--- src/rtl/image_scaler_if.sv ---
// rtl/image_scaler_if.sv - source ROM read / destination RAM write bus of the image scaler
//
// Purpose: groups the ROM read port and RAM write port used by image_scaler.
// Signals:
//   rom_addr   source read address (scaler -> ROM)
//   rom_data   ROM read data, one cycle after rom_addr (ROM -> scaler)
//   ram_wraddr destination write address (scaler -> RAM)
//   ram_data   destination write data (scaler -> RAM)
//   ram_wren   destination write strobe (scaler -> RAM)
// Modports: master = scaler side, slave = memory side.
interface image_scaler_if #(
  parameter int ADDR_W = 19,
  parameter int PIX_W  = 8
);
  logic [ADDR_W-1:0] rom_addr;
  logic [PIX_W-1:0]  rom_data;
  logic [ADDR_W-1:0] ram_wraddr;
  logic [PIX_W-1:0]  ram_data;
  logic              ram_wren;

  modport master (
    output rom_addr,
    input  rom_data,
    output ram_wraddr,
    output ram_data,
    output ram_wren
  );

  modport slave (
    input  rom_addr,
    output rom_data,
    input  ram_wraddr,
    input  ram_data,
    input  ram_wren
  );
endinterface

--- src/rtl/image_scaler.sv ---
// rtl/image_scaler.sv - ROM-to-RAM frame scaler: copy, NN zoom-in, decimate, block average
//
// Purpose: reads a SRC_W x SRC_H frame from a synchronous ROM and writes the
// scaled frame, row-major, to a RAM. Factor F = 1<<k, k in 0..2.
// Ports:
//   clk, reset (async, active-low)
//   start        one-cycle launch, accepted in IDLE or DONE
//   mode         0 copy, 1 zoom-in, 2 decimate, 3 block average (latched)
//   factor_log2  k, 3 clamps to 2 (latched)
//   busy, done   frame status
//   mem          image_scaler_if master: rom_addr/rom_data, ram_wraddr/ram_data/ram_wren
// Optional: define IMAGE_SCALER_ROUND_EN for round-half-up in block-average mode.
module image_scaler #(
  parameter int SRC_W  = 160,
  parameter int SRC_H  = 120,
  parameter int PIX_W  = 8,
  parameter int ADDR_W = 19
) (
  input  logic        clk,
  input  logic        reset,
  input  logic        start,
  input  logic [1:0]  mode,
  input  logic [1:0]  factor_log2,
  output logic        busy,
  output logic        done,
  image_scaler_if.master mem
);

  typedef enum logic [1:0] {IDLE, RUN, DRAIN, DONE} state_t;

  localparam logic [ADDR_W-1:0] SW = ADDR_W'(SRC_W);
  localparam logic [ADDR_W-1:0] SH = ADDR_W'(SRC_H);

  state_t            state, state_nx;
  logic [1:0]        mode_q, k_q, k_in;
  logic [ADDR_W-1:0] ox, oy, out_idx, dw_m1, dh_m1, src_addr;
  logic [1:0]        dx, dy, f_m1;
  logic [2:0]        f, sh2;
  logic              accept, issue, is_zoom, is_avg, block_last, frame_last;
  logic              p1_valid, p1_last, p1_final, wr_final;
  logic [ADDR_W-1:0] p1_idx;
  logic [PIX_W+3:0]  acc, sum, avg_val;

  assign accept  = start && (state == IDLE || state == DONE);
  assign k_in    = (mode == 2'd0) ? 2'd0 : ((factor_log2 == 2'd3) ? 2'd2 : factor_log2);
  assign is_zoom = (mode_q < 2'd2);  // copy is zoom with k forced to 0
  assign is_avg  = (mode_q == 2'd3);
  assign f       = 3'd1 << k_q;
  assign f_m1    = 2'(f - 3'd1);
  assign sh2     = {k_q, 1'b0};
  assign dw_m1   = (is_zoom ? (SW << k_q) : (SW >> k_q)) - 1'b1;
  assign dh_m1   = (is_zoom ? (SH << k_q) : (SH >> k_q)) - 1'b1;
  assign issue   = (state == RUN);

  // Only average mode walks the F x F block; every other read completes a pixel.
  assign block_last = !is_avg || (dx == f_m1 && dy == f_m1);
  assign frame_last = block_last && ox == dw_m1 && oy == dh_m1;

  always_comb begin
    src_addr = '0;
    if (is_zoom)
      src_addr = (oy >> k_q) * SW + (ox >> k_q);
    else
      src_addr = ((oy << k_q) + ADDR_W'(dy)) * SW + (ox << k_q) + ADDR_W'(dx);
  end

  assign mem.rom_addr = issue ? src_addr : '0;

  // Accumulated block sum including the word arriving this cycle.
  assign sum = acc + (PIX_W+4)'(mem.rom_data);
`ifdef IMAGE_SCALER_ROUND_EN
  assign avg_val = (k_q == 2'd0) ? sum : ((sum + ((PIX_W+4)'(1) << (sh2 - 3'd1))) >> sh2);
`else
  assign avg_val = sum >> sh2;
`endif

  always_ff @(posedge clk or negedge reset) begin
    if (!reset) state <= IDLE;
    else        state <= state_nx;
  end

  always_comb begin
    state_nx = state;
    busy     = 1'b0;
    done     = 1'b0;
    case (state)
      IDLE:  if (start) state_nx = RUN;
      RUN: begin
        busy = 1'b1;
        if (frame_last) state_nx = DRAIN;
      end
      DRAIN: begin
        busy = 1'b1;
        if (mem.ram_wren && wr_final) state_nx = DONE;
      end
      DONE: begin
        done = 1'b1;
        if (start) state_nx = RUN;
      end
      default: state_nx = IDLE;
    endcase
  end

  // Issue-side counters: destination pixel (ox, oy) and block offset (dx, dy).
  always_ff @(posedge clk or negedge reset) begin
    if (!reset) begin
      mode_q <= '0; k_q <= '0;
      ox <= '0; oy <= '0; dx <= '0; dy <= '0; out_idx <= '0;
    end else if (accept) begin
      mode_q <= mode; k_q <= k_in;
      ox <= '0; oy <= '0; dx <= '0; dy <= '0; out_idx <= '0;
    end else if (issue) begin
      if (!block_last) begin
        if (dx == f_m1) begin
          dx <= '0;
          dy <= dy + 2'd1;
        end else begin
          dx <= dx + 2'd1;
        end
      end else begin
        dx      <= '0;
        dy      <= '0;
        out_idx <= out_idx + 1'b1;
        if (ox == dw_m1) begin
          ox <= '0;
          oy <= oy + 1'b1;
        end else begin
          ox <= ox + 1'b1;
        end
      end
    end
  end

  // p1 tracks the read whose data is on rom_data this cycle; the write
  // register stage below makes the write land 2 cycles after its address.
  always_ff @(posedge clk or negedge reset) begin
    if (!reset) begin
      p1_valid <= 1'b0; p1_last <= 1'b0; p1_final <= 1'b0; p1_idx <= '0;
      acc <= '0; wr_final <= 1'b0;
      mem.ram_wren <= 1'b0; mem.ram_wraddr <= '0; mem.ram_data <= '0;
    end else begin
      p1_valid     <= issue;
      p1_last      <= block_last;
      p1_final     <= frame_last;
      p1_idx       <= out_idx;
      mem.ram_wren <= p1_valid && p1_last;
      if (p1_valid && is_avg)
        acc <= p1_last ? '0 : sum;
      if (p1_valid && p1_last) begin
        mem.ram_wraddr <= p1_idx;
        mem.ram_data   <= is_avg ? avg_val[PIX_W-1:0] : mem.rom_data;
        wr_final       <= p1_final;
      end
    end
  end

endmodule

--- src/flat_wrapper.sv ---
// flat-port wrapper written by rule: the top's interface ports become plain ports
module image_scaler_flat 
#(
  parameter int SRC_W  = 160,
  parameter int SRC_H  = 120,
  parameter int PIX_W  = 8,
  parameter int ADDR_W = 19
)
  (clk, reset, start, mode, factor_log2, busy, done, mem_rom_addr, mem_rom_data, mem_ram_wraddr, mem_ram_data, mem_ram_wren);
  image_scaler_if #(.ADDR_W(ADDR_W), .PIX_W(PIX_W)) mem_i ();
  input  logic clk;
  input  logic reset;
  input  logic start;
  input  logic [1:0] mode;
  input  logic [1:0] factor_log2;
  output logic busy;
  output logic done;
  output wire logic [$bits(mem_i.rom_addr)-1:0] mem_rom_addr;
  input wire logic [$bits(mem_i.rom_data)-1:0] mem_rom_data;
  output wire logic [$bits(mem_i.ram_wraddr)-1:0] mem_ram_wraddr;
  output wire logic [$bits(mem_i.ram_data)-1:0] mem_ram_data;
  output wire logic [$bits(mem_i.ram_wren)-1:0] mem_ram_wren;
  assign mem_rom_addr = mem_i.rom_addr;
  assign mem_i.rom_data = mem_rom_data;
  assign mem_ram_wraddr = mem_i.ram_wraddr;
  assign mem_ram_data = mem_i.ram_data;
  assign mem_ram_wren = mem_i.ram_wren;
  image_scaler #(.SRC_W(SRC_W), .SRC_H(SRC_H), .PIX_W(PIX_W), .ADDR_W(ADDR_W)) u_core (.clk(clk), .reset(reset), .start(start), .mode(mode), .factor_log2(factor_log2), .busy(busy), .done(done), .mem(mem_i));
endmodule
--- config.mk ---
export PLATFORM = sky130hd
export DESIGN_NAME = image_scaler_flat
export DESIGN_NICKNAME = d
export VERILOG_FILES = /design/src/rtl/image_scaler_if.sv /design/src/rtl/image_scaler.sv /design/src/flat_wrapper.sv
export SDC_FILE = /design/constraint.sdc
export NUM_CORES = 1
export LEC_CHECK = 0
export ABC_AREA = 0
export BUFFER_PORTS_ARGS = -buffer_cell sky130_fd_sc_hd__buf_2
export CELL_PAD_IN_SITES_DETAIL_PLACEMENT = 0
export CELL_PAD_IN_SITES_GLOBAL_PLACEMENT = 1
export CORE_ASPECT_RATIO = 1.5
export CORE_MARGIN = 2
export CORE_UTILIZATION = 52
export CTS_CLUSTER_DIAMETER = 30
export DETAILED_ROUTE_END_ITERATION = 6
export PLACE_DENSITY_LB_ADDON = 0.1
export SYNTH_ARGS = -nofsm -noshare
export SYNTH_HDL_FRONTEND = slang
export SYNTH_SLANG_ARGS = --single-unit
--- constraint.sdc ---
create_clock -name clk -period 16.2 [get_ports clk]
set_clock_uncertainty 0.05 [all_clocks]
set_input_delay 4.86 -clock clk [delete_from_list [all_inputs] [get_ports clk]]
set_output_delay 4.86 -clock clk [all_outputs]
set_load 0.05 [all_outputs]
==> impl_metrics.toml <==
[timing]
slew_violations = 0
worst_pin_slew_ns = 1.03
post-route-period-util_pct = 72.6
rsz0062_at_grt = "no"
maxSlewHeadroom_pct = 31.1
post-route-min-period_ns = 11.77
setup_violations = 0
finalHoldViolations = 0
tns_ns = 0
fmax_mhz = 85.0

[die]
die_x_um = 124
core_area_sq_mm = 0.0215
num_io_pins = 64
rows = 66
die_y_um = 184
dieArea_sq_mm = 0.0229
start_util_pct = 52.5

[drt]
vias_per_cell = 6.14
firstDrtPassIters = 5
antenna_left = 0
wl_per_cell_um = 20.0
routed_wl_mm = 30.9
drt_iter0_markers = 547
vias = 9522
drc = 0

[power_and_ir_drop]
power_density_mw_per_mm2 = 141
p_clk_share_pct = 21.9
leakage_nw = 5.77
finalPower_w = 0.00173
power.switching_w = 0.000824
p_int_w = 0.000903
pwr-share-comb_pct = 51.9
seqPwrFrac_pct = 26.2
swShare_pct = 47.7
ir_drop_uv = 99.3

[logic_synthesis]
async_flop_share_pct = 100
syn_avg_cell_area_sq_um = 8.96
synth_nets = 1370
ys_seq_area_share_pct = 28.9
ys.flop_type = "dfrtp_1"
ys_ff_latch = 130
synth-edff-count = 0
netlist_area_sq_mm = 0.0113
synth_warnings = 0
yosysUniqueCellTypes = 86
syn_inst = 1259

[worst_setup_path]
worstSetupPathType = "flip-flop to output pin"
worstReg2RegStart = "u_core.k_q[1]"
worstPathRequired_ns = 11.29
regToRegSetupSlack_ns = 11.50
critical_path.startpoint = "u_core.k_q[1]"
start_kind = "flip-flop"
cp-end-kind = "output pin"
crit_path_max_fanout = 60
worstPathArrival_ns = 6.86

[clocking]
cts_root_buffer = "clkbuf_16"
clk_latency_ns = 0.43
clk_pin_slew_ns = 0.06
h-tree-depth = 4
hold_buffers = 0
cts_inserted_buffers = 17
postCtsSetupBuffers = 0
cts_resized = 0
cts_buffer_depth = 2
tritoncts = "done"
cts.sinks = 130

[global_route]
grt_use_met3_pct = 3.83
grt_overflow = 0
grt_pass1_vias = 9359
grt_first_pass_wirelength_mm = 49.8
grt_max_degree = 72
grt_busiest_layer = "met2"
grt_use_met2_pct = 48.3
antenna_found_initial = 0
grtUsageMet1_pct = 32.4
gr-usage-all-layers_pct = 27.4

[placed_design]
io_buffer_count = 63
place.gp.congestion = 0.865
dp_hpwl_mm = 23.2
dp_cells = 1518
placed_area_sq_mm = 0.0116

[run]
maxCapViolCount = 0

[finish]
nNetsFinal = 1376
finish.utilization_pct = 56.8
final_common_cell = "nand2_1"
final_cell_mix = "163 x nand2_1, 128 x dfrtp_1, 113 x nor2_1"
final_area_sq_mm = 0.0122
final_cells = 1550
antenna_cells = 0
area_growth_pct = 8.26
drive_above_1_share_pct = 13.5

[run_status]
status = "finished clean"

[worst_hold_path]
hold_start = "u_core.out_idx[18]"
hold_class = "flip-flop to flip-flop"
-- metrics by stage --
stage / setup slack, ns / hold slack [ns]
after floorplan: 4.59 / 0.322
after global placement: 5.04 / 0.326
after detailed placement: 4.94 / 0.334
after CTS: 4.46 / 0.348
after global routing: 3.94 / 0.366
final: 4.43 / 0.354
-- final cells by class --
cell class / count / area [sq um]
inverters: 32 / 120
multi-input cells: 1014 / 7530
clock inverters: 12 / 121
well taps: 272 / 340
flip-flops and latches: 130 / 3260
repair buffers: 70 / 374
fillers: 1988 / 9270
clock buffers: 20 / 457
-- metal layers --
layer | vias to the layer above | wire, um
li1 | 4549 | -
met3 | 72 | 958
met1 | 4678 | 12400
met4 | 0 | 1450
met5 | - | 0
met2 | 223 | 16100
-- path summary, 6_finish.rpt --
kind / end / cells past startpoint
min: u_core.p1_idx[18] / 0
min reg2reg: u_core.p1_idx[18] / 0
min in group asynchronous: u_core.mem.ram_data[3] / 1
max: mem_rom_addr[16] / 26
max in group asynchronous: u_core.oy[2] / 2
max reg2reg: u_core.oy[18] / 11
-- cells in the mapped netlist, drive strengths merged (9+ instances only) --
library cell / count / area [sq um]
nor3: 23 / 115
a21o: 16 / 120
a211oi: 12 / 90.1
nand4: 22 / 153
nor2b: 9 / 56.3
a21oi: 73 / 365
o31ai: 9 / 81.3
and3: 21 / 131
nor2: 114 / 430
mux4: 38 / 856
xnor2: 57 / 499
xor2: 59 / 517
ha: 90 / 1130
o21ai: 67 / 343
buf: 34 / 186
mux2i: 36 / 360
inv: 31 / 116
nand3: 35 / 175
dfrtp: 130 / 3250
mux2: 10 / 113
clkbuf: 49 / 184
o21bai: 11 / 82.6
nand2: 163 / 612
a22o: 10 / 87.6
or3: 14 / 92.6
a31oi: 9 / 56.3
nand2b: 10 / 62.6
-- cell families after synthesis --
group           share of synthesized area [%]
compound gates                           15.2
mux                                      11.8
other cells                            0.0333
fa+ha+maj                                11.1
simple gates                             19.5
buf+inv                                  4.35
xor+xnor                                 9.21
flops                                    28.9
-- power by group through the flow --
stage | Clock, W | Combinational, W | Sequential, W
final | 0.000378 | 0.000896 | 0.000453
after global routing | 0.000399 | 0.000979 | 0.000463
after CTS | 0.000384 | 0.000902 | 0.000453
after detailed placement | 0 | 0.000896 | 0.000458
after global placement | 0 | 0.000891 | 0.000456
after floorplan | 0 | 0.000700 | 0.000447
-- worst max-delay path: stages, from the launching register on --
cell and delay [ns]:
dfrtp_4 0.83, buf_4 0.64, mux2i_1 0.19, mux2_2 0.35
nand3b_1 0.20, nor2_1 0.32, nand2_1 0.12, a32oi_1 0.22
nand2_1 0.12, ha_1 0.32, ha_1 0.35, inv_1 0.09
o21bai_1 0.08, a21oi_1 0.21, o21ai_0 0.11, a21oi_1 0.28
xnor2_1 0.18, ha_1 0.31, nand2_1 0.12, inv_1 0.07
a22oi_1 0.19, nor2b_1 0.16, o31ai_1 0.11, xnor2_1 0.14
mux2_1 0.29, nor2_1 0.09, buf_2 0.29
-- registers in the layout, summed over array words and instances (netlist names) --
signal,count
u_core.acc,12
u_core.dx,2
u_core.dy,2
u_core.k_q,2
u_core.mem.ram_data,8
u_core.mem.ram_wraddr,19
u_core.mem.ram_wren,1
u_core.mode_q,2
u_core.out_idx,19
u_core.ox,19
u_core.oy,19
u_core.p1_final,1
u_core.p1_idx,19
u_core.p1_last,1
u_core.p1_valid,1
u_core.state,2
u_core.wr_final,1
Power figures use the tool's default switching activity.
